`config.mk`:
```
export PLATFORM = sky130hd
export DESIGN_NAME = cross_bar_router_1xn
export DESIGN_NICKNAME = d
export VERILOG_FILES = /design/src/rtl/cross_bar_pkg.sv /design/src/rtl/cross_bar_skid_buffer.sv /design/src/rtl/cross_bar_router_1xn.sv
export SDC_FILE = /design/constraint.sdc
export NUM_CORES = 1
export LEC_CHECK = 0
export ABC_AREA = 1
export BUFFER_PORTS_ARGS = -buffer_cell sky130_fd_sc_hd__clkbuf_2
export CORE_ASPECT_RATIO = 0.7
export CORE_MARGIN = 5
export CORE_UTILIZATION = 35
export DETAILED_ROUTE_END_ITERATION = 12
export PLACE_DENSITY = 0.69
export SKIP_LAST_GASP = 1
export SYNTH_ARGS = -nofsm -noshare
export SYNTH_HDL_FRONTEND = slang
export SYNTH_SLANG_ARGS = --single-unit
```
`constraint.sdc`:
```
create_clock -name aclk -period 1.6 [get_ports aclk]
set_input_delay 0.16 -clock aclk [delete_from_list [all_inputs] [get_ports aclk]]
set_output_delay 0.16 -clock aclk [all_outputs]
set_load 0.005 [all_outputs]
```
`src/rtl/cross_bar_pkg.sv`:
```
// ============================================================================
// cross_bar_pkg : shared types and default widths for the cross-bar switch
// Revision      : 1.0
// ============================================================================
`default_nettype none
`timescale 1ns/1ps

package cross_bar_pkg;

  localparam int DEF_SSEL_WIDTH     = 2;
  localparam int DEF_DATA_WIDTH     = 32;
  localparam int DEF_DROP_CNT_WIDTH = 16;

  typedef enum logic [1:0] {
    IDLE   = 2'd0,
    ACTIVE = 2'd1,
    DROP   = 2'd2
  } route_state_t;

endpackage

`default_nettype wire

```
`src/rtl/cross_bar_skid_buffer.sv`:
```
// ============================================================================
// cross_bar_skid_buffer : 2-entry AXI-S register slice carrying {data, last, dest}
// Revision              : 1.0
// ============================================================================
`default_nettype none
`timescale 1ns/1ps

module cross_bar_skid_buffer
  import cross_bar_pkg::*;
#(
  parameter int DATA_WIDTH = DEF_DATA_WIDTH,
  parameter int DEST_WIDTH = DEF_SSEL_WIDTH
) (
  input  logic                  aclk,
  input  logic                  areset,
  input  logic                  s_valid,
  output logic                  s_ready,
  input  logic [DATA_WIDTH-1:0] s_data,
  input  logic                  s_last,
  input  logic [DEST_WIDTH-1:0] s_dest,
  output logic                  m_valid,
  input  logic                  m_ready,
  output logic [DATA_WIDTH-1:0] m_data,
  output logic                  m_last,
  output logic [DEST_WIDTH-1:0] m_dest
);

  localparam int ENTRY_WIDTH = DATA_WIDTH + 1 + DEST_WIDTH;

  logic [ENTRY_WIDTH-1:0] main_q, main_d;
  logic [ENTRY_WIDTH-1:0] skid_q, skid_d;
  logic                   main_valid_q, main_valid_d;
  logic                   skid_valid_q, skid_valid_d;
  logic                   ready_q, ready_d;
  logic [ENTRY_WIDTH-1:0] s_entry;
  logic                   push;
  logic                   drain;

  assign s_entry = {s_data, s_last, s_dest};
  assign push    = s_valid && ready_q;
  assign drain   = main_valid_q && m_ready;

  always_comb begin
    main_d       = main_q;
    skid_d       = skid_q;
    main_valid_d = main_valid_q;
    skid_valid_d = skid_valid_q;
    if (!main_valid_q || drain) begin
      // Skid always holds the older beat, so it refills main first.
      if (skid_valid_q) begin
        main_d       = skid_q;
        main_valid_d = 1'b1;
        skid_valid_d = 1'b0;
      end else if (push) begin
        main_d       = s_entry;
        main_valid_d = 1'b1;
      end else begin
        main_valid_d = 1'b0;
      end
    end else if (push) begin
      skid_d       = s_entry;
      skid_valid_d = 1'b1;
    end
    ready_d = !skid_valid_d;
  end

  always_ff @(posedge aclk) begin
    if (areset) begin
      main_q       <= '0;
      skid_q       <= '0;
      main_valid_q <= 1'b0;
      skid_valid_q <= 1'b0;
      ready_q      <= 1'b1;
    end else begin
      main_q       <= main_d;
      skid_q       <= skid_d;
      main_valid_q <= main_valid_d;
      skid_valid_q <= skid_valid_d;
      ready_q      <= ready_d;
    end
  end

  assign s_ready                  = ready_q;
  assign m_valid                  = main_valid_q;
  assign {m_data, m_last, m_dest} = main_q;

endmodule

`default_nettype wire

```
`src/rtl/cross_bar_router_1xn.sv`:
```
// ============================================================================
// cross_bar_router_1xn : packet-locked 1-to-N AXI-S router with invalid-dest drop
// Revision             : 1.0
// ============================================================================
`default_nettype none
`timescale 1ns/1ps

module cross_bar_router_1xn
  import cross_bar_pkg::*;
#(
  parameter int SSEL_WIDTH     = DEF_SSEL_WIDTH,
  parameter int CHANNEL_NO     = 2**SSEL_WIDTH,
  parameter int DATA_WIDTH     = DEF_DATA_WIDTH,
  parameter int DROP_CNT_WIDTH = DEF_DROP_CNT_WIDTH
) (
  input  logic                      aclk,
  input  logic                      areset,
  input  logic [DATA_WIDTH-1:0]     s_axis_tdata,
  input  logic                      s_axis_tvalid,
  input  logic                      s_axis_tlast,
  input  logic [SSEL_WIDTH-1:0]     s_axis_tdest,
  output logic                      s_axis_tready,
  output logic [DATA_WIDTH-1:0]     m_axis_tdata [CHANNEL_NO],
  output logic [CHANNEL_NO-1:0]     m_axis_tvalid,
  output logic [CHANNEL_NO-1:0]     m_axis_tlast,
  input  logic [CHANNEL_NO-1:0]     m_axis_tready,
  output logic [DROP_CNT_WIDTH-1:0] drop_count
);

  localparam logic [SSEL_WIDTH:0]     DEST_LIMIT = (SSEL_WIDTH+1)'(CHANNEL_NO);
  localparam logic [DROP_CNT_WIDTH-1:0] DROP_ONE = DROP_CNT_WIDTH'(1);

  route_state_t              state_q, state_d;
  logic [SSEL_WIDTH-1:0]     cur_dest_q, cur_dest_d;
  logic [DROP_CNT_WIDTH-1:0] drop_count_q, drop_count_d;

  logic                  accept;
  logic                  dest_ok;
  logic                  route_valid;
  logic [SSEL_WIDTH-1:0] route_dest;

  logic                  out_valid;
  logic                  out_ready;
  logic [DATA_WIDTH-1:0] out_data;
  logic                  out_last;
  logic [SSEL_WIDTH-1:0] out_dest;

  assign accept  = s_axis_tvalid && s_axis_tready;
  assign dest_ok = {1'b0, s_axis_tdest} < DEST_LIMIT;

  always_comb begin
    state_d      = state_q;
    cur_dest_d   = cur_dest_q;
    drop_count_d = drop_count_q;
    route_valid  = 1'b0;
    route_dest   = cur_dest_q;
    case (state_q)
      IDLE: begin
        if (accept) begin
          if (dest_ok) begin
            route_valid = 1'b1;
            route_dest  = s_axis_tdest;
            cur_dest_d  = s_axis_tdest;
            state_d     = s_axis_tlast ? IDLE : ACTIVE;
          end else begin
            if (drop_count_q != '1) begin
              drop_count_d = drop_count_q + DROP_ONE;
            end
            state_d = s_axis_tlast ? IDLE : DROP;
          end
        end
      end
      ACTIVE: begin
        if (accept) begin
          route_valid = 1'b1;
          if (s_axis_tlast) begin
            state_d = IDLE;
          end
        end
      end
      DROP: begin
        if (accept && s_axis_tlast) begin
          state_d = IDLE;
        end
      end
      default: state_d = IDLE;
    endcase
  end

  always_ff @(posedge aclk) begin
    if (areset) begin
      state_q      <= IDLE;
      cur_dest_q   <= '0;
      drop_count_q <= '0;
    end else begin
      state_q      <= state_d;
      cur_dest_q   <= cur_dest_d;
      drop_count_q <= drop_count_d;
    end
  end

  // Dropped beats never enter the slice, but ingress ready still comes from it.
  cross_bar_skid_buffer #(
    .DATA_WIDTH (DATA_WIDTH),
    .DEST_WIDTH (SSEL_WIDTH)
  ) u_skid (
    .aclk    (aclk),
    .areset  (areset),
    .s_valid (route_valid),
    .s_ready (s_axis_tready),
    .s_data  (s_axis_tdata),
    .s_last  (s_axis_tlast),
    .s_dest  (route_dest),
    .m_valid (out_valid),
    .m_ready (out_ready),
    .m_data  (out_data),
    .m_last  (out_last),
    .m_dest  (out_dest)
  );

  assign out_ready  = |(m_axis_tvalid & m_axis_tready);
  assign drop_count = drop_count_q;

  for (genvar i = 0; i < CHANNEL_NO; i++) begin : g_chan
    localparam logic [SSEL_WIDTH-1:0] CH_ID = SSEL_WIDTH'(i);
    assign m_axis_tvalid[i] = out_valid && (out_dest == CH_ID);
    assign m_axis_tdata[i]  = out_data;
    assign m_axis_tlast[i]  = out_last;
  end

endmodule

`default_nettype wire

```
==> out/metrics.cfg, run 1 <==
[die]
coreArea_sq_um=12400
die_y_um=104
fp-row-count=34
die-area_sq_um=15000
num_io_pins=195
initial_core_util_pct=35.7
die_w_um=144

[critical_path]
cp.arrival_ns=1.66
path_max_fanout=34
rr_worst_depth=8
cp-end-kind=flop
required_ns=1.81
path_class=reg2reg
start_kind=flop

[synthesis]
synth_most_common_cell=nand2_1
seq_area_frac_synth_pct=34.4
ys_seq_elements=76
synth_edf_count=0
async_reset_ff_share_pct=0
yosys-top-cells-count=nand2_1, buf_4, nor2_1
synth_area_leaders=dfxtp_1, buf_4, nand2_1
yosysTopAreaCell=dfxtp_1
synth_top_area_share_pct=34.4
synthFlopType=dfxtp_1
postSynthCellCount=629
ys_warn_count=0
netlist_area_sq_um=4420
synth_cell_types=24
avgSynthCellArea_sq_um=7.03

[detailed_routing]
first_pass_iters=4
avgViaCountPerCell=4.19
num_vias=3605
drt-total-wl_mm=9.30
routedWlPerCell_um=10.8
drtIter0Drc=104
drcViolationCount=0
antenna_left=0

[layout]
fillers=1307
drive_above_1_share_pct=30.9
diodes=0
syn2layout_area_growth_pct=11.4
fin_nets=736
fin_cells=861
finalInstanceArea_sq_um=4930

[timing]
setup_slack_ns=0.145
tns_ns=0
drv_slew=0
max_freq_mhz=687
fin_skew_ns=0.00843
post-route-min-period_ns=1.46
finalSetupViolCount=0
hold_ws_ns=0.0560
rsz0062_at_grt=no
finalCritPeriodShare_pct=91.0
hold_violations=0

[clock_network]
max-clock-path-buffers=2
cts_tree=built
clock-sinks=76
root_buffer=clkbuf_16
cts_setup_buffers=0
ctsHtreeMaxLevel=3
cts_hold_buf=0
cts_buffers=9
clkLatencyLatePin_ns=0.32
clk_pin_slew_ns=0.06

[grt]
antenna_found_initial=0
grt_pass1_vias=3194
globalRouteOverflowTotal=0
track_usage_pct=12.2
grt_max_degree=47
grt_pass1_wl_mm=15.2

[power]
power_density_nw_per_um2=1190
irDropWorstVdd_v=0.000446
p_leak_uw=0.00267

[place]
routabilityCongestion=0.720
post-place-ws_ns=0.140
placed_cells=845
place_area_sq_um=4650
portBuffers=178
place_hpwl_mm=6.75

[outcome]
run_status=completed

[worst_hold_path]
hold_class=in2reg
min_path_cells=2

[run]
maxCapViolCount=0

## critical path, cell delays in order, from the launching register on
cell     delay [ns]
dfxtp_1        0.40
nand2_1        0.12
nor3_2         0.19
nor2_4         0.07
nand2_2        0.13
buf_12         0.20
nand3_1        0.09
nand2_1        0.06
nor2_1         0.04
## placed cells by master (no fill, tap or decap)
master / netlist / layout
clkbuf_2: 0 / 178
nand2_1: 122 / 122
nor2_1: 112 / 112
dfxtp_1: 76 / 74
inv_1: 48 / 48
a21oi_1: 35 / 35
nand3_1: 34 / 34
mux2i_1: 32 / 32
conb_1: 1 / 16
clkbuf_16: 0 / 9
buf_4: 119 / 5
inv_2: 4 / 4
buf_12: 0 / 4
nand4_1: 3 / 3
o21ai_0: 3 / 3
clkinvlp_4: 0 / 3
nor3_1: 2 / 2
clkinv_2: 0 / 2
dfxtp_2: 0 / 2
o21bai_2: 1 / 1
nor3_2: 1 / 1
nor2_4: 1 / 1
nand2_2: 1 / 1
or2_2: 0 / 1
nand3_2: 1 / 1
nor2_2: 1 / 1
o21ai_1: 1 / 1
clkbuf_1: 12 / 1
clkinv_4: 0 / 1
buf_6: 3 / 1
## layer usage
| layer | track usage, % | share of wire (%) | up-vias |
|---|---|---|---|
| li1 | - | - | 1938 |
| met1 | 15.2 | 45 | 1531 |
| met2 | 20.2 | 45 | 126 |
| met3 | 4.32 | 9.3 | 10 |
| met4 | 2.46 | 0.76 | 0 |
| met5 | 0 | 0 | - |
## path summary, 6_finish.rpt
| kind | startpoint | end | slack [ns] |
|---|---|---|---|
| max | u_skid.main_q[0] | u_skid.main_q[20] | 0.14 |
| min | areset | cur_dest_q[0] | 0.06 |
| max reg2reg | u_skid.main_q[0] | u_skid.main_q[20] | 0.14 |
| min reg2reg | state_q[0] | state_q[0] | 0.48 |
## logic make-up after synthesis
family | count (synthesis) | synth area share [%]
multiplexers | 32 | 7.24
buffers and inverters | 201 | 28.1
AND/OR/NAND/NOR | 279 | 25.5
flip-flops | 76 | 34.4
other | 1 | 0.0848
AO/OA/AOI/OAI | 40 | 4.67
## state kept, by name, indices dropped and copies added, names as in the netlist
name                 count
u_skid.main_q           35
state_q                  1
u_skid.skid_q           35
u_skid.skid_valid_q      1
u_skid.m_valid           1
cur_dest_q               2
u_skid.s_ready           1
## report_power, final
| part | total (uW) | switching [uW] | internal, uW | leakage, uW |
|---|---|---|---|---|
| Sequential | 2380 | 230 | 2150 | 0.000627 |
| Clock | 1810 | 766 | 1050 | 0.000124 |
| Combinational | 1660 | 902 | 758 | 0.00191 |
## metrics by stage
step	utilization, %	power [uW]
CTS	39.8	5960
finish	39.8	5860
floorplan	-	3880
global route	39.8	6300
detailed placement	37.6	4110
global placement	37.6	4090
## timing repair
item	4_1_cts	5_1_grt
gates resized for setup	0	2
endpoints found under the hold margin	0	0
setup endpoints to repair	0	2
## area by class of cell
cell class / instances / area [sq um] / area share (%)
Multi-Input combinational cell: 367 / 1710 / 34.8
Sequential cell: 76 / 1520 / 30.9
Timing Repair Buffer: 188 / 1020 / 20.7
Clock buffer: 10 / 229 / 4.65
Tap cell: 162 / 203 / 4.11
Inverter: 52 / 195 / 3.96
Clock inverter: 6 / 41.3 / 0.838
Note: power is estimated with default switching activity, not from simulation.
==> run 2, diff against run 1 <==
Settings changed: CORE_UTILIZATION 35 to 48, PLACE_DENSITY 0.69 to 0.88, SLEW_MARGIN set to 20.
==> run 2 against run 1 <==
Die area is 25% lower. Combinational power rose by 4%. Register-to-register slack worse by 0.05 ns. Design area grew 0.13%. Non-clock buffer count is 2 higher. Utilization rose by 15 points. Via count up 2.8%. Fmax shrank 3.6%. Critical path depth shrank 1. Critical endpoint is now u_skid.main_q[8].
==> out/metrics.cfg, run 2 (synthesis gave the netlist of run 1 again) <==
[timing]
fin_skew_ns=0.00580  ; -0.00264 ns
finalSetupViolCount=0  ; unchanged
finalCritPeriodShare_pct=94.4  ; +3.4 points
tns_ns=0  ; unchanged
post-route-min-period_ns=1.51  ; +0.0546 ns
drv_slew=0  ; unchanged
max_freq_mhz=662  ; -3.6%
hold_violations=0  ; unchanged
rsz0062_at_grt=no

[layout]
fin_nets=738  ; +0.27%
syn2layout_area_growth_pct=11.5
diodes=0  ; unchanged
drive_above_1_share_pct=31.0  ; +0.099 points
final_common_cell=clkbuf_2
layout_common_cells=clkbuf_2, nand2_1, nor2_1
fillers=866  ; -34%
fin_cells=824  ; -4.3%
top_regs=u_skid.main_q x35, u_skid.skid_q x35, cur_dest_q x2

[grt]
track_usage_pct=16.6  ; +4.4 points
globalRouteOverflowTotal=0  ; unchanged
grt_max_degree=69  ; +47%
antenna_found_initial=0  ; unchanged
grt_pass1_wl_mm=16.0  ; +4.9%
grt_pass1_vias=3443  ; +7.8%

[detailed_routing]
drtIter0Drc=172  ; +65%
drcViolationCount=0  ; unchanged
avgViaCountPerCell=4.50  ; +7.4%
antenna_left=0  ; unchanged
drt-total-wl_mm=9.98  ; +7.3%
first_pass_iters=4  ; unchanged
num_vias=3705  ; +2.8%
routedWlPerCell_um=12.1  ; +12%

[place]
placed_cells=807  ; -4.5%
portBuffers=178  ; unchanged
routabilityCongestion=0.769  ; +6.8%
place_hpwl_mm=6.87  ; +1.7%

[power]
irDropWorstVdd_v=0.000713  ; +60%
pwr-share-clk_pct=29.9  ; -1.0 points
p_sw_uw=1910  ; +0.51%
power_switching_share_pct=32.4  ; about the same
power_density_nw_per_um2=1190  ; +0.30%
pwr-share-seq_pct=40.7  ; about the same
pwr-share-comb_pct=29.4  ; +1.1 points
fin_total_pwr_uw=5880  ; +0.43%
p_leak_uw=0.00269  ; +0.99%
p_int_uw=3970  ; +0.39%

[critical_path]
path_max_fanout=16  ; -53%
slowest_stage=dfxtp_1
cp.arrival_ns=1.72  ; +0.06 ns
start_kind=flop
max_stage_delay_ns=0.39  ; about the same
cp-end-kind=flop
path_class=reg2reg
crit_path_cell_trace=inv_2 -> o21bai_2 -> nor2_4 -> nand2_2 -> buf_4 -> a21oi_1 -> nor2_1
required_ns=1.81  ; about the same

[clock_network]
clock-sinks=76  ; unchanged
cts_hold_buf=0  ; unchanged
clkLatencyLatePin_ns=0.32  ; about the same
cts_buffers=9  ; unchanged
cts_tree=built
clk_pin_slew_ns=0.06  ; about the same
root_buffer=clkbuf_16
ctsHtreeMaxLevel=3  ; unchanged
max-clock-path-buffers=2  ; unchanged

[outcome]
run_status=completed

[die]
die-area_sq_um=11300  ; -25%
num_io_pins=195  ; unchanged
fp-row-count=29  ; -15%
coreArea_sq_um=9030  ; -27%
die_y_um=90.3  ; -13%
initial_core_util_pct=48.9  ; +13 points
die_w_um=125  ; -14%

[run]
maxCapViolCount=0  ; unchanged

[worst_hold_path]
hold_class=in2reg

==> run 2: changes by cell type in the layout (fill, tap and decap cells not counted) <==
cell        before  now
buf_12           4    6
buf_4            5    4
clkbuf_16        9   10
clkinv_2         2    3
clkinv_4         1    0
clkinvlp_4       3    2
nand3_2          1    0
nand3_4          0    1
==> run 2: path summary, 6_finish.rpt <==
path         slack, ns           start          endpoint  cells after the start
max               0.09  u_skid.m_valid  u_skid.main_q[8]                      7
min               0.06          areset     cur_dest_q[0]                      2
max reg2reg       0.09  u_skid.m_valid  u_skid.main_q[8]                      7
min reg2reg       0.48      state_q[0]        state_q[0]                      2
==> run 2: critical path, delay by kind of cell, from the launching register on <==
kind | cells | cell delay [ns]
buffers and inverters | 2 | 0.28
and+or+nand+nor | 3 | 0.38
DFF | 1 | 0.39
AOI/OAI and AO/OA | 2 | 0.35
==> run 2: power by group through the flow <==
stage / combinational [uW] / sequential [uW] / clock [uW]
2_1_floorplan: 1480 / 2390 / 0
3_3_place_gp: 1670 / 2420 / 0
3_5_place_dp: 1700 / 2430 / 0
4_1_cts: 1700 / 2390 / 1830
5_1_grt: 1970 / 2440 / 1910
6_report: 1730 / 2390 / 1760
==> run 2: cell type report <==
| cell class | count | area [sq um] | share of cell area [%] |
|---|---|---|---|
| clock inverters | 5 | 30.0 | 0.609 |
| flip-flops and latches | 76 | 1520 | 30.9 |
| repair buffers | 190 | 1080 | 21.8 |
| inverters | 52 | 195 | 3.96 |
| well taps | 124 | 155 | 3.15 |
| clock buffers | 10 | 229 | 4.64 |
| multi-input cells | 367 | 1720 | 34.9 |
==> run 2: through the flow <==
step	cell area, sq um	util, %	hold WS (ns)	setup slack (ns)
6_report	4930	54.6	0.0624	0.0902
5_1_grt	4930	54.6	0.0701	0.00404
4_1_cts	4890	54.1	0.0547	0.118
3_5_place_dp	4630	51.2	0.405	0.120
3_3_place_gp	4630	51.2	0.398	0.189
2_1_floorplan	4480	-	0.232	0.175
==> run 2: timing repair <==
item                       4_1_cts  5_1_grt
buffers inserted                 0        0
setup endpoints to repair        0       43
gates resized for setup          0        2
==> run 2: layer usage <==
| layer | share of wire, % | vias up | wire, um | track usage (%) |
|---|---|---|---|---|
| met3 | 9.0 | 2 | 902 | 6.80 |
| met5 | 0 | - | 0 | 0 |
| met1 | 43 | 1618 | 4320 | 19.4 |
| met4 | 0.14 | 0 | 14 | 3.47 |
| li1 | - | 1940 | - | - |
| met2 | 48 | 145 | 4740 | 28.6 |
